<file path="src/rtl/grf_write_arbiter_pkg.sv">
`default_nettype none
// ============================================================================
// Module : grf_write_arbiter_pkg
// Brief  : Shared register-file write-back definitions used by the W-stage,
//          the GRF write arbiter and the hazard unit.
// Rev    : 1.0  initial release
// ============================================================================
package grf_write_arbiter_pkg;

  localparam int CPU_ADDR_W = 5;
  localparam int CPU_DATA_W = 32;
  // Register index that reads as zero and silently drops writes
  localparam int REG_ZERO   = 0;

  typedef struct packed {
    logic                  we;
    logic [CPU_ADDR_W-1:0] waddr;
    logic [CPU_DATA_W-1:0] wdata;
  } wb_req_t;

endpackage
`default_nettype wire

</file>
<file path="src/rtl/grf_write_arbiter_wb_kill_queue.sv">
`default_nettype none
// ============================================================================
// Module : wb_kill_queue
// Brief  : Circular FIFO of pending MDU results. Each entry carries a live bit
//          that a younger pipeline write to the same register clears. Dead
//          head entries retire on their own; the next live entry is offered.
// Rev    : 1.0  initial release
// ============================================================================
module wb_kill_queue
  import grf_write_arbiter_pkg::*;
#(
  parameter int DATA_W = CPU_DATA_W,
  parameter int ADDR_W = CPU_ADDR_W,
  parameter int QDEPTH = 2
) (
  input  logic                 clk,
  input  logic                 reset,
  input  logic                 enq,
  input  logic [ADDR_W-1:0]    enq_addr,
  input  logic [DATA_W-1:0]    enq_data,
  input  logic                 kill,
  input  logic [ADDR_W-1:0]    kill_addr,
  input  logic                 pop,
  output logic                 ready,
  output logic                 out_live,
  output logic [ADDR_W-1:0]    out_addr,
  output logic [DATA_W-1:0]    out_data,
  output logic [2**ADDR_W-1:0] live_mask
);

  localparam int PTR_W = (QDEPTH > 1) ? $clog2(QDEPTH) : 1;
  localparam int CNT_W = $clog2(QDEPTH + 1);
  localparam int NREG  = 2**ADDR_W;

  logic [ADDR_W-1:0] r_addr [QDEPTH];
  logic [DATA_W-1:0] r_data [QDEPTH];
  logic [QDEPTH-1:0] r_live;
  logic [PTR_W-1:0]  r_head;
  logic [PTR_W-1:0]  r_tail;
  logic [CNT_W-1:0]  r_count;
  logic              r_ready;
  logic [NREG-1:0]   r_mask;

  logic              w_push;
  logic              w_dead;
  logic              w_take;
  logic [PTR_W-1:0]  w_head_nx;
  logic [PTR_W-1:0]  w_sel;
  logic [PTR_W-1:0]  w_head_next;
  logic [1:0]        w_npop;
  logic [CNT_W-1:0]  w_count_next;
  logic [QDEPTH-1:0] w_live_next;
  logic [NREG-1:0]   w_mask_next;

  function automatic logic [PTR_W-1:0] ptr_inc(input logic [PTR_W-1:0] p);
    return (p == PTR_W'(QDEPTH - 1)) ? '0 : p + 1'b1;
  endfunction

  // Head selection: a dead head retires for free, letting the entry behind it be offered
  always_comb begin
    w_push      = enq && r_ready;
    w_head_nx   = ptr_inc(r_head);
    w_dead      = (r_count != '0) && !r_live[r_head];
    w_sel       = w_dead ? w_head_nx : r_head;
    out_live    = w_dead ? ((r_count > CNT_W'(1)) && r_live[w_head_nx])
                         : ((r_count != '0) && r_live[r_head]);
    w_take      = pop && out_live;
    w_npop      = {1'b0, w_dead} + {1'b0, w_take};
    w_head_next = w_take ? ptr_inc(w_sel) : (w_dead ? w_head_nx : r_head);
    w_count_next = r_count + CNT_W'(w_push) - CNT_W'(w_npop);
  end

  // Next live bits and the register mask they imply; the new entry is younger than any kill
  always_comb begin
    w_live_next = r_live;
    w_mask_next = '0;
    for (int i = 0; i < QDEPTH; i++) begin
      if (kill && (r_addr[i] == kill_addr)) w_live_next[i] = 1'b0;
      if (w_take && (w_sel == PTR_W'(i)))  w_live_next[i] = 1'b0;
      if (w_push && (r_tail == PTR_W'(i))) begin
        w_live_next[i] = 1'b1;
        w_mask_next[enq_addr] = 1'b1;
      end else if (w_live_next[i]) begin
        w_mask_next[r_addr[i]] = 1'b1;
      end
    end
    w_mask_next[0] = 1'b0;
  end

  // Queue control state; ready is conservative and registered
  always_ff @(posedge clk or negedge reset) begin
    if (!reset) begin
      r_head  <= '0;
      r_tail  <= '0;
      r_count <= '0;
      r_live  <= '0;
      r_ready <= 1'b0;
      r_mask  <= '0;
    end else begin
      r_head  <= w_head_next;
      if (w_push) r_tail <= ptr_inc(r_tail);
      r_count <= w_count_next;
      r_live  <= w_live_next;
      r_ready <= (w_count_next < CNT_W'(QDEPTH));
      r_mask  <= w_mask_next;
    end
  end

  // Entry payload storage; only meaningful while the entry is occupied
  always_ff @(posedge clk) begin
    if (w_push) begin
      r_addr[r_tail] <= enq_addr;
      r_data[r_tail] <= enq_data;
    end
  end

  assign ready     = r_ready;
  assign out_addr  = r_addr[w_sel];
  assign out_data  = r_data[w_sel];
  assign live_mask = r_mask;

endmodule
`default_nettype wire

</file>
<file path="src/rtl/grf_write_arbiter.sv">
`default_nettype none
// ============================================================================
// Module : grf_write_arbiter
// Brief  : Sole driver of the GRF write port. The pipeline W-stage always wins;
//          MDU results wait in a kill-able queue and drain on idle cycles.
// Rev    : 1.0  initial release
// ============================================================================
module grf_write_arbiter
  import grf_write_arbiter_pkg::*;
#(
  parameter int DATA_W = CPU_DATA_W,
  parameter int ADDR_W = CPU_ADDR_W,
  parameter int QDEPTH = 2
) (
  input  logic                 clk,
  input  logic                 reset,
  input  logic                 pipe_we,
  input  logic [ADDR_W-1:0]    pipe_waddr,
  input  logic [DATA_W-1:0]    pipe_wdata,
  input  logic                 mdu_valid,
  output logic                 mdu_ready,
  input  logic [ADDR_W-1:0]    mdu_waddr,
  input  logic [DATA_W-1:0]    mdu_wdata,
  output logic                 grf_wenable,
  output logic [ADDR_W-1:0]    grf_waddr,
  output logic [DATA_W-1:0]    grf_wdata,
  output logic [2**ADDR_W-1:0] busy_mask
);

  logic              w_pipe_hit;
  logic              w_mdu_enq;
  logic              w_q_live;
  logic [ADDR_W-1:0] w_q_addr;
  logic [DATA_W-1:0] w_q_data;

  // Writes to the zero register are treated as no request at all
  assign w_pipe_hit = pipe_we   && (pipe_waddr != ADDR_W'(REG_ZERO));
  assign w_mdu_enq  = mdu_valid && (mdu_waddr  != ADDR_W'(REG_ZERO));

  wb_kill_queue #(
    .DATA_W (DATA_W),
    .ADDR_W (ADDR_W),
    .QDEPTH (QDEPTH)
  ) u_queue (
    .clk       (clk),
    .reset     (reset),
    .enq       (w_mdu_enq),
    .enq_addr  (mdu_waddr),
    .enq_data  (mdu_wdata),
    .kill      (w_pipe_hit),
    .kill_addr (pipe_waddr),
    .pop       (!w_pipe_hit),
    .ready     (mdu_ready),
    .out_live  (w_q_live),
    .out_addr  (w_q_addr),
    .out_data  (w_q_data),
    .live_mask (busy_mask)
  );

  // Registered port select: pipeline first, then a live queued result, else idle
  always_ff @(posedge clk or negedge reset) begin
    if (!reset) begin
      grf_wenable <= 1'b0;
      grf_waddr   <= '0;
      grf_wdata   <= '0;
    end else if (w_pipe_hit) begin
      grf_wenable <= 1'b1;
      grf_waddr   <= pipe_waddr;
      grf_wdata   <= pipe_wdata;
    end else if (w_q_live) begin
      grf_wenable <= 1'b1;
      grf_waddr   <= w_q_addr;
      grf_wdata   <= w_q_data;
    end else begin
      grf_wenable <= 1'b0;
      grf_waddr   <= '0;
      grf_wdata   <= '0;
    end
  end

endmodule
`default_nettype wire

</file>
<file path="config.mk">
export PLATFORM = sky130hd
export DESIGN_NAME = grf_write_arbiter
export DESIGN_NICKNAME = d
export VERILOG_FILES = /design/src/rtl/grf_write_arbiter_pkg.sv /design/src/rtl/grf_write_arbiter_wb_kill_queue.sv /design/src/rtl/grf_write_arbiter.sv
export SDC_FILE = /design/constraint.sdc
export NUM_CORES = 1
export LEC_CHECK = 0
export ABC_CLOCK_PERIOD_IN_PS = 6200
export CAP_MARGIN = 20
export CORE_ASPECT_RATIO = 0.9
export CORE_MARGIN = 3
export CORE_UTILIZATION = 45
export DETAILED_ROUTE_END_ITERATION = 8
export PLACE_DENSITY = 0.81
export SKIP_CTS_REPAIR_TIMING = 1
export SLEW_MARGIN = 20
export SYNTH_ARGS = -nofsm -noshare
export SYNTH_HDL_FRONTEND = slang
export SYNTH_SLANG_ARGS = --single-unit
</file>
<file path="constraint.sdc">
create_clock -name clk -period 6.2 [get_ports clk]
set_clock_uncertainty 0.2 [all_clocks]
set_input_delay 1.24 -clock clk [delete_from_list [all_inputs] [get_ports clk]]
set_output_delay 1.24 -clock clk [all_outputs]
set_load 0.01 [all_outputs]
</file>
## Yosys cells after proc, flatten, opt, wreduce, memory -nomap -nowiden

Memories as Yosys holds them, arrays and structs flattened.
Cells that the tools add are included.

| word-level totals | value |
|---|---|
| register bits | 76 |
| bits in latches | 0 |
| bits in writable memories | 74 |
| ROM bits | 0 |
| input bits | 78 |
| output and inout bits | 71 |
| logic and storage cells | 88 |
| memories | 2 |

Memory list:

| memory | depth | width | rd ports | clocked after memory_dff | wr ports | line | RTL |
|---|---|---|---|---|---|---|---|
| u_queue.r_data | 2 | 32 | 1 | 0 | 1 | grf_write_arbiter_wb_kill_queue.sv:36 | `logic [DATA_W-1:0] r_data [QDEPTH];` |
| u_queue.r_addr | 2 | 5 | 3 | 0 | 1 | grf_write_arbiter_wb_kill_queue.sv:35 | `logic [ADDR_W-1:0] r_addr [QDEPTH];` |

| cells by class | value |
|---|---|
| add/sub/neg operators | 6 |
| multipliers | 0 |
| div/mod/pow operators | 0 |
| order comparisons | 10 |
| eq/ne operators | 2 |
| shift operators | 0 |
| mux-type cells | 34 |
| bitwise logic cells | 4 |
| reductions and logical operators | 21 |

Operators by type and width:

| cell | number |
|---|---|
| $mux W32 | 6 |
| $or A32 B32 Y32 | 2 |
| $mux W1 | 23 |
| $lt A5 B6 Y1 const B | 3 |
| $logic_and A1 B1 Y1 | 16 |
| $demux W1 S5 | 3 |
| $ge A5 B1 Y1 const B | 3 |
| $eq A5 B5 Y1 | 2 |
| $mux W5 | 2 |
| $reduce_bool A5 Y1 | 2 |
| $lt A1 B2 Y1 const B | 2 |
| $add A1 B1 Y1 const B | 3 |
| $add A1 B1 Y2 | 1 |
| $add A2 B1 Y2 | 1 |
| $gt A2 B1 Y1 const B | 1 |
| $logic_not A1 Y1 | 2 |
| $lt A2 B2 Y1 const B | 1 |
| $not A1 Y1 | 2 |
| $reduce_bool A2 Y1 | 1 |
| $sub A2 B2 Y2 | 1 |

## Logic depth before layout (Yosys ltp)

Gate-level depths: netlist of run 1.

| logic depth | value |
|---|---|
| depth after elaboration | 14 |
| depth in mapped cells | 13 |

## By module

From an unflattened synthesis of run 1, not the netlist that was laid out.

| unflattened totals | value |
|---|---|
| cell total of the unflattened synthesis | 488 |
| area, all modules | 6630.1 um2 |

By module, submodules not included:

| module | instances | cells each | area an instance (um2) |
|---|---|---|---|
| wb_kill_queue | 1 | 326 | 4842.1 |
| grf_write_arbiter | 1 | 162 | 1788.0 |

## Worst setup path after synthesis of run 1

No wires, ideal clock.

| timing | value |
|---|---|
| path kind | input port to flip-flop |
| start | input mdu_valid |
| end | register u_queue.r_mask[13] (netlist: u_queue.live_mask[13]) |
| library setup time | 140 ps |
| data arrival time | 5176 ps |
| data required time | 5860 ps |
| path slack | 683 ps |
| stages on the path | 5 |
| buffers on the path | 0 |
| cells stage by stage | nand2_1 -> a211oi_1 -> a31oi_2 -> nand3_1 -> o221ai_1 |

| between the ends | value |
|---|---|
| longest elaborated chain between the ends | 7 |

RTL lines:

| item | line | RTL |
|---|---|---|
| start, declared | grf_write_arbiter.sv:20 | `input logic mdu_valid,` |
| $logic_and A1 B1 Y1 (*) | grf_write_arbiter.sv:38 | `assign w_mdu_enq = mdu_valid && (mdu_waddr != ADDR_W'(REG_ZERO));` |
| $logic_and A1 B1 Y1 (*) | grf_write_arbiter_wb_kill_queue.sv:61 | `w_push = enq && r_ready;` |
| $logic_and A1 B1 Y1 | grf_write_arbiter_wb_kill_queue.sv:80 | `if (w_push && (r_tail == PTR_W'(i))) begin` |
| $mux W32 | grf_write_arbiter_wb_kill_queue.sv:80 |  |
| $or A32 B32 Y32 (no source line) | -- |  |
| $mux W32 | grf_write_arbiter_wb_kill_queue.sv:83 | `end else if (w_live_next[i]) begin` |
| $mux W32 (*) | grf_write_arbiter_wb_kill_queue.sv:80 |  |
| net u_queue.w_mask_next[13] | grf_write_arbiter_wb_kill_queue.sv:53 | `logic [NREG-1:0] w_mask_next;` |
| end signal, assigned | grf_write_arbiter_wb_kill_queue.sv:105 | `r_mask <= w_mask_next;` |
| end, declared | grf_write_arbiter_wb_kill_queue.sv:42 | `logic [NREG-1:0] r_mask;` |

Mark *: on every way through the listed nets, which the timed path passes. The rest lies on a longest branch.
A chain may end at the register's enable or synchronous reset.

## Final worst setup path of run 1

| timing | value |
|---|---|
| start | input pipe_waddr[0] |
| end | register u_queue.r_ready (netlist: u_queue.ready) |

| between the ends | value |
|---|---|
| longest elaborated chain between the ends | 7 |

RTL lines:

| item | line | RTL |
|---|---|---|
| start, declared | grf_write_arbiter.sv:18 | `input logic [ADDR_W-1:0] pipe_waddr,` |
| $reduce_bool A5 Y1 | grf_write_arbiter.sv:37 | `assign w_pipe_hit = pipe_we && (pipe_waddr != ADDR_W'(REG_ZERO));` |
| $logic_and A1 B1 Y1 | grf_write_arbiter.sv:37 |  |
| $logic_not A1 Y1 | grf_write_arbiter.sv:52 | `.pop (!w_pipe_hit),` |
| $logic_and A1 B1 Y1 | grf_write_arbiter_wb_kill_queue.sv:67 | `w_take = pop && out_live;` |
| $add A1 B1 Y2 | grf_write_arbiter_wb_kill_queue.sv:68 | `w_npop = {1'b0, w_dead} + {1'b0, w_take};` |
| $sub A2 B2 Y2 | grf_write_arbiter_wb_kill_queue.sv:70 | `w_count_next = r_count + CNT_W'(w_push) - CNT_W'(w_npop);` |
| net u_queue.w_count_next[1] | grf_write_arbiter_wb_kill_queue.sv:51 | `logic [CNT_W-1:0] w_count_next;` |
| $lt A2 B2 Y1 | grf_write_arbiter_wb_kill_queue.sv:104 | `r_ready <= (w_count_next < CNT_W'(QDEPTH));` |
| end signal, assigned | grf_write_arbiter_wb_kill_queue.sv:104 |  |
| end, declared | grf_write_arbiter_wb_kill_queue.sv:41 | `logic r_ready;` |

The timed path passes the listed nets, and every way through them passes these cells.

==> results of run 1 <==
[logic make-up after synthesis]
family                   share of synthesized area (%)
AO/OA/AOI/OAI                                    10.56
XOR/XNOR                                         1.866
adder cells (fa/ha/maj)                         0.9431
buffers and inverters                            1.906
flip-flops                                       67.57
multiplexers                                     6.068
other                                          0.06144
AND/OR/NAND/NOR                                  11.03
[cell type report]
type                       instances  area share, %
sequential                       150          49.56
multi-input combinational        287          22.92
timing repair buffer             151          18.02
clock buffer                      22          5.579
tap                              164          2.466
clock inverter                    10          1.143
inverter                           7         0.3158
[flip-flops by register name, summed over array words and instances, names as in the netlist, 2 cells and up]
signal             flops
u_queue.r_data        64
u_queue.r_count        2
u_queue.r_addr        10
grf_waddr              5
u_queue.r_live         2
u_queue.live_mask     31
grf_wdata             32
[through the flow]
step | hold slack (ps) | instance area (µm²) | std cells
floorplan | 263.7 | 6103 | 464
global placement | 319.1 | 7755 | 759
detailed placement | 335.8 | 7755 | 759
CTS | 345.9 | 8314 | 791
global route | 380.4 | 8320 | 791
finish | 334.6 | 8320 | 791
[worst min-delay path by stage]
| stage | startpoint | to | slack, ps |
|---|---|---|---|
| 5_1_grt | u_queue.r_data[0][25]$_DFFE_PN_ | grf_wdata[25]$_DFF_PN0_ | 380 |
| 2_1_floorplan | u_queue.r_tail$_DFFE_PN0N_ | u_queue.r_tail$_DFFE_PN0N_ | 260 |
| 3_5_place_dp | u_queue.r_tail$_DFFE_PN0N_ | u_queue.r_tail$_DFFE_PN0N_ | 340 |
| 6_report | u_queue.r_data[0][8]$_DFFE_PN_ | grf_wdata[8]$_DFF_PN0_ | 330 |
| 4_1_cts | u_queue.r_data[0][8]$_DFFE_PN_ | grf_wdata[8]$_DFF_PN0_ | 350 |
| 3_3_place_gp | u_queue.r_data[1][23]$_DFFE_PP_ | grf_wdata[23]$_DFF_PN0_ | 320 |
[cells in the final DEF (no fill, tap or decap), types with 2 or more instances in the layout]
master	n
clkdlybuf4s50_1	146
nand2_1	79
dfrtp_1	76
edfxtp_1	74
o21ai_0	41
mux2i_1	37
o221ai_1	20
clkbuf_16	17
nand3_1	13
nor2_1	12
xor2_1	12
inv_1	7
o211ai_1	7
nand2b_1	6
nor2b_1	5
nor3b_1	5
a32oi_1	5
buf_4	5
nor3_1	4
or2_2	4
a21oi_1	3
a311oi_4	3
and3_1	3
nand4_1	3
ha_1	3
clkbuf_1	3
clkinv_2	3
a21o_1	2
clkbuf_8	2
clkinv_4	2
inv_6	2
clkinvlp_4	2
[routing by layer]
layer	routed length, µm	vias to the layer above
li1	-	2004
met1	6290	2161
met2	7727	213
met3	1273	31
met4	346	0
met5	0	-
[tightest hold or removal path, cell delays in order (launching register included)]
cell and delay [ps]:
edfxtp_1 320, mux2i_1 60, o21ai_0 130
[power by group]
part	switching, mW	internal [mW]	leakage [nW]
clock network	0.393	0.575	0.271
registers	0.0980	1.28	1.66
logic	0.598	0.494	1.30
==> impl_metrics.yaml, run 1 <==
worst_setup_path:
  start_kind: "primary input"
  cp_cell_sequence: "clkdlybuf4s50_1 > or4_1 > o21a_4 > nand2b_1 > buf_4 > fa_1 > ha_1 > xnor2_1 > xor2_1 > inv_1"
  timing.critical_path.to: "u_queue.ready$_DFF_PN0_"
  path_buf_inv: 3
  crit_arrival_ps: 4480
  worstReg2RegEnd: "u_queue.ready$_DFF_PN0_"
  critPathKind: "primary input to register"
  crit_fanout: 40
  slowest_delay_ps: 570
  cp-end-kind: "register"
  cp.required_ps: 6300
  path_delay_family: "simple AND/OR/NAND/NOR gates"
  worstSetupPathDepth: 10
  rrSetupSlack_ps: 3220
  critical-path-slowest-cell: "or4_1"
  reg2regPathDepth: 10
  critPathLaunch: "pipe_waddr[0]"
  rr_startpoint: "u_queue.r_live[1]$_DFF_PN0_"
placed_design:
  dp_hpwl_um: 10890
  globalplace.congestion: 0.8739
  pre_cts_ws_ps: 1429
  numPortBuffers: 147
routing:
  viasPerCell: 5.574
  ant_nets: 0
  vias: 4409
  wl_per_cell_um: 19.77
  dr.pass1.iters: 7
  drtIter0Drc: 304
  drt-total-wl_um: 15640
  drc: 0
floorplan:
  die_area_mm2: 0.01500
  die_h_um: 116.5
  fp.coreArea_mm2: 0.01298
  initial_core_util_pct: 47.02
  pin_count: 149
  rows: 39
  fp.dieW_um: 128.8
flow_run:
  cap_viol_max_count: 0
synthesis:
  ys_seq_elements: 150
  yosys-top-cells-count: "nand2_1, dfrtp_1, edfxtp_1"
  synthArstFlopShare_pct: 50.67
  yosysTopAreaCellShare_pct: 36.41
  synth-edff-count: 74
  ys_top_cells_by_area: "edfxtp_1, dfrtp_1, mux2i_1"
  synth-main-ff-cell: "dfrtp_1"
  ys_seq_area_share_pct: 67.57
  yosysUniqueCellTypes: 47
  synth_warnings: 0
  synth.most_common_cell: "nand2_1"
  synthCells: 464
  netlist_area_mm2: 0.006103
  synth_area_per_cell_um2: 13.15
  yosys.area.top_type: "edfxtp_1"
  synth_nets: 546
clock_network:
  clockRootBuffer: "clkbuf_16"
  cts_tree: "done"
  cts.reportedPaths.clkPinSlew_ps: 60
  insertion_delay_ps: 410
  htreeDepth: 4
  cts.sinks: 150
  cts_buffer_depth: 2
  numCtsBuffers: 17
timing:
  setup_viol: 0
  hold_viol: 0
  fmax_mhz: 228.1
  slew_headroom_pct: 32.56
  setup_tns_ps: 0
  period_needed_ps: 4384
  setup_ws_ps: 1816
  fin_crit_sh_pct: 70.72
  worstMarginPinSlew_ps: 1009
  slew_violations: 0
  rsz0062_at_grt: "false"
final_layout:
  regArea_mm2: 0.004124
  final_nets: 696
  multi_input_area_mm2: 0.001907
  nFillCells: 974
  diodes: 0
  area_growth_pct: 36.33
  drive_above_1_share_pct: 7.974
  post-route-util_pct: 64.10
global_route:
  use_met2_pct: 35.12
  grt_max_degree: 77
  grt_overflow_total: 0
  grt_use_total_pct: 21.55
  grtUsageMet1_pct: 26.56
  grt_pass1_vias: 4519
  grtUsageMet3_pct: 6.813
  antenna_found_initial: 0
  grt_pass1_wl_um: 24290
  gr-max-usage-layer: "met2"
power:
  power_mw: 3.434
  cellLeakagePower_nw: 3.238
  power_per_cell_area_mw_per_mm2: 412.7
  vdd_ir_drop_max_mv: 0.2751
run_status:
  status: "finished, final reports clean"
min_path:
  hold_depth: 2
  min_path_type: "register to register"
Power figures use the tool's default switching activity.
==> run 2: changes to the inputs <==
Settings changed: ABC_CLOCK_PERIOD_IN_PS 6200 to 3900, PLACE_DENSITY 0.81 to 0.84.
Clock period 6.2 ns to 3.9 ns, I/O delays scaled along.
==> run 2 against run 1 <==
Effect of this change: via count fell by 0.34%; clock-buffer cell count rose by 1; first-iteration DRC count rose by 29%; total power rose by 62%; setup slack got worse by 1200 ps; die area did not move.
==> impl_metrics.yaml, run 2 (synthesized netlist as in run 1, its figures left out) <==
run_status:
  status: "finished, final reports clean"
placed_design:
  numPortBuffers: 147
  dp_hpwl_um: 11190
  placed_area_mm2: 0.007815
  globalplace.congestion: 0.9803
  pre_cts_ws_ps: 209.0
timing:
  setup_tns_ps: 0
  slew_violations: 0
  rsz0062_at_grt: "false"
  fmax_mhz: 306.4
  hold_viol: 0
  setup_ws_ps: 636.7
  worstMarginPinSlew_ps: 689.8
  setup_viol: 0
  slew_headroom_pct: 53.66
  period_needed_ps: 3263
  holdWs_ps: 105.2
  fin_crit_sh_pct: 83.67
final_layout:
  area_growth_pct: 37.97
  regMostFlops: "u_queue.r_data"
  regArea_mm2: 0.004124
  drive_above_1_share_pct: 8.491
  diodes: 0
  final_nets: 705
  multi_input_area_mm2: 0.001901
  finalInstanceArea_mm2: 0.008421
  largest_reg_flops: 64
  final_common_cell: "clkdlybuf4s50_1"
  final_cell_mix: "clkdlybuf4s50_1, nand2_1, dfrtp_1"
  nFillCells: 948
power:
  power_per_cell_area_mw_per_mm2: 661.4
  power_mw: 5.570
  cellLeakagePower_nw: 3.290
  vdd_ir_drop_max_mv: 0.4334
routing:
  route.met2.wl_um: 7456
  viasPerCell: 5.493
  m1WireLength_um: 6339
  vias: 4394
  top_layer: "met4"
  wl_per_cell_um: 19.75
  dr_wl_met3_um: 1604
  drc: 0
  drt-total-wl_um: 15800
  dr.pass1.iters: 5
  drtIter0Drc: 393
  ant_nets: 0
worst_setup_path:
  slowest_delay_ps: 570
  rrSetupSlack_ps: 1080
  cp.required_ps: 4000
  critical-path-slowest-cell: "or4_1"
  start_kind: "primary input"
  reg2regPathDepth: 10
  worstReg2RegEnd: "u_queue.live_mask[18]$_DFF_PN0_"
  rr_startpoint: "u_queue.r_count[1]$_DFF_PN0_"
  cp_cell_sequence: "clkdlybuf4s50_1 > or4_1 > o21a_4 > nand2b_1 > fa_1 > ha_1 > xnor2_1 > xor2_1 > inv_1"
  critPathKind: "primary input to register"
  crit_fanout: 4
  crit_arrival_ps: 3370
  cp-end-kind: "register"
global_route:
  grt_use_total_pct: 22.43
  antenna_found_initial: 0
  grt_max_degree: 77
  grt_pass1_vias: 4641
  grt_overflow_total: 0
  grt_pass1_wl_um: 25200
flow_run:
  cap_viol_max_count: 0
floorplan:
  rows: 39
  fp.dieW_um: 128.8
  fp.coreArea_mm2: 0.01298
  pin_count: 149
  die_h_um: 116.5
  die_area_mm2: 0.01500
  initial_core_util_pct: 47.02
clock_network:
  cts.sinks: 150
  insertion_delay_ps: 420
  numCtsBuffers: 17
  cts_buffer_depth: 2
  cts.reportedPaths.clkPinSlew_ps: 60
  cts_tree: "done"
  clockRootBuffer: "clkbuf_16"
  htreeDepth: 4
min_path:
  min_path_type: "primary input to async pin"
-- run 2: changes by cell type in the layout (fill, tap and decap cells not counted), sizes merged --
cell / previous run / this run
bufinv: 1 / 3
clkbuf: 22 / 23
buf: 5 / 14
inv: 9 / 8
clkinvlp: 2 / 3
clkinv: 5 / 2
-- run 2: cell type report --
type	count	area share, %
well taps	164	2.437
multi-input cells	287	22.57
clock buffers	23	5.319
clock inverters	9	1.545
flip-flops and latches	150	48.97
repair buffers	160	18.84
inverters	7	0.3120
-- run 2: routing by layer --
metal | vias to the layer above | GRT usage, %
li1 | 2018 | -
met4 | 0 | 9.377
met5 | - | 0
met3 | 31 | 9.419
met2 | 234 | 35.26
met1 | 2111 | 27.56
-- run 2: how the worst max path moves through the flow --
| stage | startpoint | end | depth (start not counted) |
|---|---|---|---|
| 4_1_cts | pipe_waddr[0] | u_queue.ready$_DFF_PN0_ | 9 |
| 3_5_place_dp | pipe_waddr[0] | u_queue.ready$_DFF_PN0_ | 9 |
| 6_report | pipe_waddr[0] | u_queue.ready$_DFF_PN0_ | 9 |
| 5_1_grt | pipe_waddr[0] | u_queue.ready$_DFF_PN0_ | 9 |
| 2_1_floorplan | mdu_waddr[1] | u_queue.live_mask[31]$_DFF_PN0_ | 5 |
| 3_3_place_gp | pipe_waddr[0] | u_queue.ready$_DFF_PN0_ | 9 |
-- run 2: worst max-delay path, delay by kind of cell --
kind | cells | cell delay (ps)
and+or+nand+nor | 2 | 770
adders and majority gates | 2 | 680
buffers and inverters | 2 | 550
xor gates and xnor gates | 2 | 380
AOI/OAI and AO/OA | 1 | 210
-- run 2: where the power goes --
group | total [mW] | internal, mW | switching (mW)
Combinational | 1.77 | 0.808 | 0.957
Clock | 1.61 | 1.00 | 0.607
Sequential | 2.19 | 2.03 | 0.164
-- run 2: stage by stage --
step,std cells,utilization (%)
floorplan,464,-
global placement,767,60.21
detailed placement,767,60.21
CTS,799,64.66
global route,800,64.87
finish,800,64.87
